===== src/rtl/sv_if_fifo.sv =====
// First-word-fall-through stream FIFO; a written word reaches m_data one cycle after its write edge.
// s_ready drops only when full, and offers refused while full are counted in a saturating ovf_count.
module sv_if_fifo #(
    parameter int DATA_WIDTH   = 8,
    parameter int DEPTH        = 4,
    parameter int AFULL_THRESH = DEPTH - 1
) (
    input  logic                       clk,
    input  logic                       rst,
    input  logic                       s_valid,
    output logic                       s_ready,
    input  logic [DATA_WIDTH-1:0]      s_data,
    output logic                       s_afull,
    output logic                       m_valid,
    input  logic                       m_ready,
    output logic [DATA_WIDTH-1:0]      m_data,
    output logic [$clog2(DEPTH):0]     level,
    output logic [7:0]                 ovf_count
);

    localparam int PW = $clog2(DEPTH);
    localparam int LW = PW + 1;
    localparam logic [LW-1:0] FULL_LVL  = LW'(DEPTH);
    localparam logic [LW-1:0] AFULL_LVL = LW'(AFULL_THRESH);

    logic [DATA_WIDTH-1:0] mem_q [DEPTH];
    logic [PW-1:0]         wr_ptr_q, wr_ptr_d;
    logic [PW-1:0]         rd_ptr_q, rd_ptr_d;
    logic [LW-1:0]         level_q, level_d;
    logic [7:0]            ovf_q, ovf_d;
    logic                  afull_q, afull_d;
    logic                  wr_en, rd_en;

    // Handshake outputs come only from registered occupancy, never from the opposite side's inputs.
    assign s_ready   = (level_q < FULL_LVL);
    assign m_valid   = (level_q != '0);
    assign m_data    = mem_q[rd_ptr_q];
    assign level     = level_q;
    assign ovf_count = ovf_q;
    assign s_afull   = afull_q;

    assign wr_en = s_valid && s_ready;
    assign rd_en = m_valid && m_ready;

    always_comb begin
        wr_ptr_d = wr_ptr_q;
        rd_ptr_d = rd_ptr_q;
        level_d  = level_q;
        ovf_d    = ovf_q;
        if (wr_en) begin
            wr_ptr_d = wr_ptr_q + PW'(1);
        end
        if (rd_en) begin
            rd_ptr_d = rd_ptr_q + PW'(1);
        end
        case ({wr_en, rd_en})
            2'b10:   level_d = level_q + LW'(1);
            2'b01:   level_d = level_q - LW'(1);
            default: level_d = level_q;
        endcase
        if (s_valid && !s_ready && (ovf_q != 8'hFF)) begin
            ovf_d = ovf_q + 8'd1;
        end
        afull_d = (level_d >= AFULL_LVL);
    end

    always_ff @(posedge clk) begin
        if (rst) begin
            wr_ptr_q <= '0;
            rd_ptr_q <= '0;
            level_q  <= '0;
            ovf_q    <= '0;
            afull_q  <= 1'b0;
        end else begin
            wr_ptr_q <= wr_ptr_d;
            rd_ptr_q <= rd_ptr_d;
            level_q  <= level_d;
            ovf_q    <= ovf_d;
            afull_q  <= afull_d;
        end
    end

    // Storage carries no reset; stale entries are never visible because m_valid gates them.
    always_ff @(posedge clk) begin
        if (wr_en && !rst) begin
            mem_q[wr_ptr_q] <= s_data;
        end
    end

endmodule


===== config.mk =====
export PLATFORM = sky130hd
export DESIGN_NAME = sv_if_fifo
export DESIGN_NICKNAME = d
export VERILOG_FILES = /design/src/rtl/sv_if_fifo.sv
export SDC_FILE = /design/constraint.sdc
export NUM_CORES = 1
export LEC_CHECK = 0
export CAP_MARGIN = 20
export CORE_MARGIN = 1.5
export CORE_UTILIZATION = 30
export CTS_CLUSTER_SIZE = 20
export DETAILED_ROUTE_END_ITERATION = 10
export DONT_BUFFER_PORTS = 1
export MAX_ROUTING_LAYER = met4
export PLACE_DENSITY = 0.47
export SYNTH_ARGS = -nofsm -noshare
export SYNTH_HDL_FRONTEND = slang
export SYNTH_SLANG_ARGS = --single-unit

===== constraint.sdc =====
create_clock -name clk -period 2 [get_ports clk]
set_clock_uncertainty 0.05 [all_clocks]
set_input_delay 0.4 -clock clk [delete_from_list [all_inputs] [get_ports clk]]
set_output_delay 0.4 -clock clk [all_outputs]
set_load 0.02 [all_outputs]

**Word-level counts from Yosys, hierarchy flattened**

Memory sizes are Yosys's and may differ from the RTL's. A register that Yosys moved wholly into a read port is not among the register bits.
Cells that the tools add are included.

- Input port bits: 12
- Memory bits (writable): 32
- Output and inout bits: 22
- Flip-flop bits (word level): 16
- Memories: 1
- Logic and storage cells: 29

Memories:

| memory | depth | width | rd ports | clocked after memory_dff | write ports | line | source |
|---|---|---|---|---|---|---|---|
| mem_q | 4 | 8 | 1 | 1 | 1 | 26 | `logic [DATA_WIDTH-1:0] mem_q [DEPTH];` |

- Multiplexer cells: 5
- Equality and inequality tests: 3
- Magnitude comparators: 2
- $add $sub $neg: 5
- Reductions and logical operators: 8

Operators with widths:

| kind | count |
|---|---|
| $add A8 B1 Y8 const B | 1 |
| $ne A8 B8 Y1 const B | 1 |
| $pmux W3 S2 | 1 |
| $logic_and A1 B1 Y1 | 5 |
| $add A2 B1 Y2 const B | 2 |
| $mux W2 | 2 |
| $add A3 B1 Y3 const B | 1 |
| $ge A3 B2 Y1 const B | 1 |
| $lt A3 B3 Y1 const B | 1 |
| $reduce_bool A3 Y1 | 1 |
| $sub A3 B1 Y3 const B | 1 |
| $eq A2 B1 Y1 const B | 1 |
| $eq A2 B2 Y1 const B | 1 |
| $logic_not A1 Y1 | 2 |
| $mux W1 | 2 |

**Longest topological paths before layout**

Gate-level depths: netlist (run 1).

- Depth after elaboration: 5
- Depth in mapped cells: 8
- Mapped depth without buffers: 8

**Least setup slack after synthesis (run 1)**

Ideal clock, no wire load.

- Path type: reg2reg
- From: register level_q[2], in the netlist level[2]
- To: register afull_q, in the netlist s_afull
- Clock period less this slack: 2,170 ps
- Arrival: 2,062 ps
- Data required time: 1,893 ps
- Setup slack: -170 ps
- Stages on the path, launching flop included: 9
- Library setup time: 57 ps
- Path buffers: 0
- Path through: dfxtp_1 inv_1 nand2_1 ha_1 fa_1 xnor2_1 or3_1 a21oi_1 or2_1

- Longest elaborated chain between the ends: 5
- Elaborated cells between the ends (all ways): 10
- Classes of those cells: add/sub (2); order compare (2); eq/ne (2); mux (1); reduce/logical (3)

Ends and longest elaborated chain:

| item | line | source |
|---|---|---|
| start, declared | 29 | `logic [LW-1:0] level_q, level_d;` |
| start signal, assigned | 77 | `level_q <= level_d;` |
| $lt A3 B3 Y1 * | 35 | `assign s_ready = (level_q < FULL_LVL);` |
| net s_ready | 11 | `output logic s_ready,` |
| $logic_and A1 B1 Y1 * | 42 | `assign wr_en = s_valid && s_ready;` |
| $eq A2 B1 Y1 / $eq A2 B2 Y1 (equally long branches) | 56 | `case ({wr_en, rd_en})` |
| $pmux W3 S2 * | 56 |  |
| $ge A3 B2 Y1 * | 64 | `afull_d = (level_d >= AFULL_LVL);` |
| end signal, assigned | 79 | `afull_q <= afull_d;` |
| end, declared | 31 | `logic afull_q, afull_d;` |

Mark *: on every way through the listed nets, which the timed path passes. The rest lies on a longest branch.
A chain may end at the register's enable or synchronous reset.

**Worst setup path after layout (run 1)**

- From: register level_q[1], in the netlist level[1]
- To: register afull_q, in the netlist s_afull

- Longest elaborated chain between the ends: 5
- Elaborated cells between the ends (all ways): 10
- Classes of those cells: add/sub (2); order compare (2); eq/ne (2); mux (1); reduce/logical (3)

Ends and longest elaborated chain:

| item | line |
|---|---|
| $lt A3 B3 Y1 / $reduce_bool A3 Y1 (equally long branches) | 35, 36 |
| $logic_and A1 B1 Y1, on equally long branches | 42, 43 |
| $eq A2 B1 Y1 / $eq A2 B2 Y1 (equally long branches) | 56 |
| $pmux W3 S2 * | 56 |
| $ge A3 B2 Y1 * | 64 |

Mark *: on every way between the ends. The rest lies on a longest branch, timed or not.

==> out/metrics.yaml, run 1 <==
power:
  swShare_pct: 32.15
  ir_worst_vdd_mv: 0.5335
  power_frac_seq_pct: 48.0
  power.switching_mw: 0.8636
  leakagePower_nw: 0.7896
  p_comb_share_pct: 29.3
  power.density_nw_per_um2: 1185
  clkPwrFrac_pct: 22.7
  intPower_mw: 1.822
routing:
  wl_met2_um: 1692
  num_vias: 1057
  met3_length_um: 218
  dr.pass1.iters: 4
  wirelength_um: 3404
  drt-initial-drc-count: 23
  top_layer_used: "met4"
  drtAntennaViolNets: 0
  vias_per_cell: 4.740
  wl_met1_um: 1438
  wl_per_cell_um: 15.26
  drc: 0
clocking:
  clock_path_buffers: 2
  root_buffer: "clkbuf_8"
  cts_hold_buf: 0
  clk_pin_slew_ps: 100
  cts_sinks: 50
  cts_tree: "yes"
  numCtsBuffers: 5
  htreeDepth: 2
  clock_latency_ps: 300
critical_path:
  cp-startpoint: "level[1]"
  crit_path_start_kind: "flop"
  path_class: "reg2reg"
  rr_endpoint: "s_afull"
  arrival_ps: 2240
  r2r_start: "level[1]"
  worstPathRequired_ps: 2200
  endpoint_kind: "flop"
  endpoint: "s_afull"
  r2r_cells: 7
  crit_path_max_incr_delay_ps: 330
  regToRegSetupSlack_ps: -40
  worstPathCellList: "o31a_1, ha_2, fa_2, xnor2_1, or3_1, a21oi_2, or2_1"
  path_max_fanout: 2
  cp_slowest_cell: "fa_2"
yosys:
  synth_compound_area_share_pct: 3.764
  yosysTopAreaCell: "edfxtp_1"
  ys.flop_type: "edfxtp_1"
  ys_top_cells_by_count: "edfxtp_1, dfxtp_1, nor2_1"
  synth_xor_xnor_area_share_pct: 4.391
  muxShareOfSynthArea_pct: 10.54
  ys_seq_elements: 50
  synthSimpleGateAreaFrac_pct: 8.720
  synth_cells: 132
  synth_warnings: 0
  syn_area_um2: 1994
  synth_cell_types: 31
  synthAdderAreaFrac_pct: 4.768
  async_flop_share_pct: 0
  yosysMostFrequentCell: "edfxtp_1"
  syn_nets: 151
  synth_top_family_by_area: "multiplexers"
  synth_seq_area_share_pct: 66.25
  yosysTopAreaCellShare_pct: 48.18
  synthTopCellsByArea: "edfxtp_1, dfxtp_1, mux4_2, ha_1, xor2_1"
  synth.avg_cell_area_um2: 15.11
  synth_edf_count: 32
floorplan:
  initial_utilization_pct: 31.23
  die_y_um: 84.54
  design.core.area_um2: 6386
  fp-row-count: 29
  dieArea_um2: 7146
  die_w_um: 84.54
  ioPinCount: 34
sta:
  fin_crit_sh_pct: 102.1
  rsz0062_at_grt: "yes"
  fmax_mhz: 489.8
  setup_slack_ps: -41.71
  fin_hold_ws_ps: 94.11
  fin_crit_ps: 2042
  hold_viol: 0
  tightest_slew_ps: 446.7
  slew_violations: 0
  slew_headroom_pct: 70.22
  fin_tns_setup_ps: -41.71
  setup-violations-final: 1
cells_and_area:
  diodes: 0
  regArea_um2: 1328
  areaGrowthSynthToFinish_pct: 13.61
  drive_above_1_share_pct: 23.97
  finalNonFillerCells: 223
  fillerInstances: 619
  multi_input_area_um2: 650.6
  nNetsFinal: 164
placed_design:
  portBuffers: 0
  gp_congestion: 0.7784
  placed_cells: 213
  place_hpwl_um: 2421
min_path:
  worstHoldPathType: "in2reg"
global_routing:
  globalRouteOverflowTotal: 0
  grt_max_degree: 19
  grt_pass1_wl_um: 5409
  antenna_found_initial: 0
  grt_pass1_vias: 1136
  grt.total_usage_pct: 10.36
run:
  max_cap_violations: 0
outcome:
  outcome: "complete, but fails checks"
  violations: "setup timing"
==> through the flow <==
stage / setup slack [ps] / instance area, um2 / utilization [%] / power [mW]
6_report: -41.71 / 2266 / 35.48 / 2.686
5_1_grt: -111.4 / 2266 / 35.48 / 2.822
4_1_cts: -72.83 / 2247 / 35.19 / 2.708
3_5_place_dp: -58.39 / 2145 / 33.58 / 2.079
3_3_place_gp: 64.49 / 2145 / 33.58 / 2.034
2_1_floorplan: 11.92 / 2004 / - / 1.883
==> power groups by stage <==
stage	Clock (mW)	Combinational (mW)	Sequential, mW
final	0.609	0.787	1.29
after global routing	0.667	0.854	1.30
after CTS	0.638	0.780	1.29
after detailed placement	0	0.768	1.31
after global placement	0	0.729	1.30
after floorplan	0	0.545	1.34
==> layout by cell type, fill, tap and decap left out, types with 3 or more instances in the layout <==
cell type / n
nor2_1: 14
dfxtp_1: 15
clkbuf_8: 5
nand2_1: 4
xnor2_1: 3
mux2i_1: 3
or3_1: 3
buf_4: 9
mux4_2: 8
xor2_1: 7
inv_1: 3
and2_1: 4
edfxtp_1: 32
ha_1: 5
==> worst min-delay path by stage <==
stage	from	cells after the start	end
after floorplan	rd_ptr_q[1]	2	flop
after global placement	rst	1	level[0]
after detailed placement	rst	1	ovf_count[5]
after CTS	rst	1	level[2]
after global routing	rst	1	level[2]
final	rst	1	level[2]
==> layout make-up <==
class                           count  area share, %
Sequential cell                    50          58.59
Multi-Input combinational cell     74          28.71
Tap cell                           77          4.252
Timing Repair Buffer               10          3.479
Clock buffer                        5          3.037
Clock inverter                      3          1.270
Inverter                            4         0.6626
==> sequential cells by signal, indices dropped and copies added, names as in the netlist, named ones only <==
register / flops
wr_ptr_q: 2
mem_q: 32
level: 3
rd_ptr_q: 2
s_afull: 1
ovf_count: 8
==> worst max-delay path: cells and delay by family (launching register included) <==
family                   cells  cell delay (ps)
flip-flops                   1              320
XOR/XNOR                     1              150
AO/OA/AOI/OAI                2              470
AND/OR/NAND/NOR              2              450
adder cells (fa/ha/maj)      2              540
==> layer usage <==
| layer | vias to the layer above | GRT usage (%) |
|---|---|---|
| met5 | - | - |
| met4 | 0 | 3.959 |
| met3 | 5 | 4.031 |
| met2 | 35 | 17.24 |
| met1 | 507 | 11.17 |
| li1 | 510 | - |
==> repair_timing <==
| action | CTS | global route |
|---|---|---|
| setup endpoints to repair | 7 | 5 |
| gates resized for setup | 2 | 2 |
| buffers inserted | 0 | 2 |
| pin swaps | 0 | 3 |
==> cells by family (layout without fill, tap and decap cells) <==
family / count (synthesis) / count (layout)
DFF: 50 / 50
and+or+nand+nor: 35 / 35
AOI/OAI and AO/OA: 11 / 11
muxes: 11 / 11
xor gates and xnor gates: 10 / 10
buffers and inverters: 8 / 22
adders and majority gates: 7 / 7
Note: power is estimated with default switching activity, not from simulation.
==> run 2: changes to the inputs <==
--- a/config.mk
+++ b/config.mk
@@ -13,6 +13,7 @@
 export DONT_BUFFER_PORTS = 1
 export MAX_ROUTING_LAYER = met4
 export PLACE_DENSITY = 0.47
+export REMOVE_ABC_BUFFERS = 1
 export SYNTH_ARGS = -nofsm -noshare
 export SYNTH_HDL_FRONTEND = slang
 export SYNTH_SLANG_ARGS = --single-unit
==> out/metrics.yaml, run 2 (same netlist as run 1, synthesis figures left out) <==
critical_path:
  path_max_fanout: 2  # unchanged
  arrival_ps: 2220  # -20 ps
  worstPathRequired_ps: 2210  # about the same
  crit_path_start_kind: "flop"
  r2r_cells: 7  # unchanged
  rr_endpoint: "s_afull"
  regToRegSetupSlack_ps: -10  # +30 ps
  path_class: "reg2reg"
  endpoint_kind: "flop"
  r2r_start: "level[0]"
routing:
  num_vias: 1084  # +2.6%
  met3_length_um: 227  # +4.1%
  drc: 0  # unchanged
  wl_met1_um: 1396  # -2.9%
  wl_met2_um: 1754  # +3.7%
  wl_per_cell_um: 15.33  # +0.41%
  dr.pass1.iters: 4  # unchanged
  drt-initial-drc-count: 34  # +48%
  top_layer_used: "met4"
  wirelength_um: 3464  # +1.8%
  drtAntennaViolNets: 0  # unchanged
  vias_per_cell: 4.796  # +1.2%
cells_and_area:
  drive_above_1_share_pct: 24.16  # +0.19 points
  largest_register_ffs: 32  # unchanged
  fin_area_um2: 2283  # +0.77%
  diodes: 0  # unchanged
  layout_commonest_cell: "edfxtp_1"
  final_cell_mix: "edfxtp_1, dfxtp_1, nor2_1"
  regMostFlops: "mem_q"
  finalNonFillerCells: 226  # +1.3%
  areaGrowthSynthToFinish_pct: 14.49
  nNetsFinal: 167  # +1.8%
outcome:
  outcome: "complete, but fails checks"
  violations: "setup timing"
power:
  ir_worst_vdd_mv: 0.5996  # +12%
  power.density_nw_per_um2: 1181  # -0.36%
  leakagePower_nw: 0.8044  # +1.9%
clocking:
  clock_path_buffers: 2  # unchanged
  numCtsBuffers: 5  # unchanged
  htreeDepth: 2  # unchanged
  cts_tree: "yes"
  cts_sinks: 50  # unchanged
  root_buffer: "clkbuf_8"
  clk_pin_slew_ps: 100  # about the same
  clock_latency_ps: 310  # about the same
run:
  max_cap_violations: 0  # unchanged
global_routing:
  grt_pass1_wl_um: 5768  # +6.6%
  grt_pass1_vias: 1120  # -1.4%
  globalRouteOverflowTotal: 0  # unchanged
  grt.total_usage_pct: 11.02  # +0.66 points
  grt_max_degree: 19  # unchanged
  antenna_found_initial: 0  # unchanged
sta:
  slew_violations: 0  # unchanged
  tightest_slew_ps: 464.6  # +17.88 ps
  hold_viol: 0  # unchanged
  rsz0062_at_grt: "yes"
  slew_headroom_pct: 69.03  # -1.2 points
  setup-violations-final: 1  # unchanged
  fin_crit_sh_pct: 100.7  # -1.4 points
  fmax_mhz: 496.4  # +1.4%
  fin_crit_ps: 2014  # -27.36 ps
  setup_slack_ps: -14.36  # +27.36 ps
placed_design:
  place_hpwl_um: 2411  # -0.42%
  portBuffers: 0  # unchanged
  gp_congestion: 0.7137  # -8.3%
  placed_cells: 217  # +1.9%
  place_area_um2: 2165  # +0.93%
min_path:
  whs_endpoint: "level[2]"
  worstHoldPathType: "in2reg"
  whs_path_depth: 1  # unchanged
  hp-start: "rst"
floorplan:
  initial_utilization_pct: 31.23  # unchanged
  dieArea_um2: 7146  # unchanged
  die_y_um: 84.54  # unchanged
  design.core.area_um2: 6386  # unchanged
  die_w_um: 84.54  # unchanged
  fp-row-count: 29  # unchanged
  ioPinCount: 34  # unchanged
run 2: cell types whose count changed in the layout (fill, tap and decap cells not counted):
cell     previous run  this run
buf_4               9        13
buf_6               1         0
dfxtp_1            15        16
dfxtp_2             2         1
inv_1               3         4
inv_2               1         0
run 2: routing by layer:
| metal | global-route usage (%) | vias to the layer above |
|---|---|---|
| li1 | - | 514 |
| met1 | 12.09 | 533 |
| met2 | 17.60 | 28 |
| met3 | 4.425 | 9 |
| met4 | 4.985 | 0 |
| met5 | - | - |
run 2: power by group:
group	switching, mW	internal (mW)
registers	0.0658	1.21
logic	0.447	0.349
clock network	0.360	0.260
run 2: worst max-delay path, stage by stage (launching register included):
cell and delay, ps:
dfxtp_2 330, o31a_1 320, ha_2 200, fa_2 340, xnor2_1 140, or3_1 340, a21oi_2 140, or2_1 100
run 2: how the worst max path moves through the flow:
stage / start / end / slack (ps) / cells after the start
6_report: level[0] / s_afull / -10 / 7
5_1_grt: level[0] / s_afull / -90 / 7
4_1_cts: level[0] / s_afull / 9 / 7
3_5_place_dp: level[2] / s_afull / -130 / 7
3_3_place_gp: level[2] / s_afull / 2 / 7
2_1_floorplan: level[2] / s_afull / -170 / 8
run 2: layout make-up:
| type | instances | area, um2 |
|---|---|---|
| clock inverters | 3 | 28.78 |
| fillers | 618 | 4103 |
| flip-flops and latches | 50 | 1326 |
| clock buffers | 5 | 68.82 |
| well taps | 77 | 96.34 |
| multi-input cells | 74 | 650.6 |
| repair buffers | 13 | 97.59 |
| inverters | 4 | 15.01 |
run 2: timing repair:
action	CTS	global route
buffers inserted	1	0
hold buffers	0	0
pin swaps	2	0
setup endpoints to repair	2	1
cloned	0	0
gates resized for setup	6	1
run 2: per-stage QoR:
stage               power, mW  hold WS, ps  setup TNS, ps  setup WS (ps)  utilization [%]
finish                  2.697        90.14         -14.36         -14.36            35.76
global route            2.844        66.78         -89.35         -89.35            35.76
CTS                     2.733        75.18              0          9.458            35.74
detailed placement      2.076        424.1         -170.7         -134.5            33.89
global placement        2.037        422.9              0          1.637            33.89
floorplan               1.855        419.1         -252.4         -169.6                -
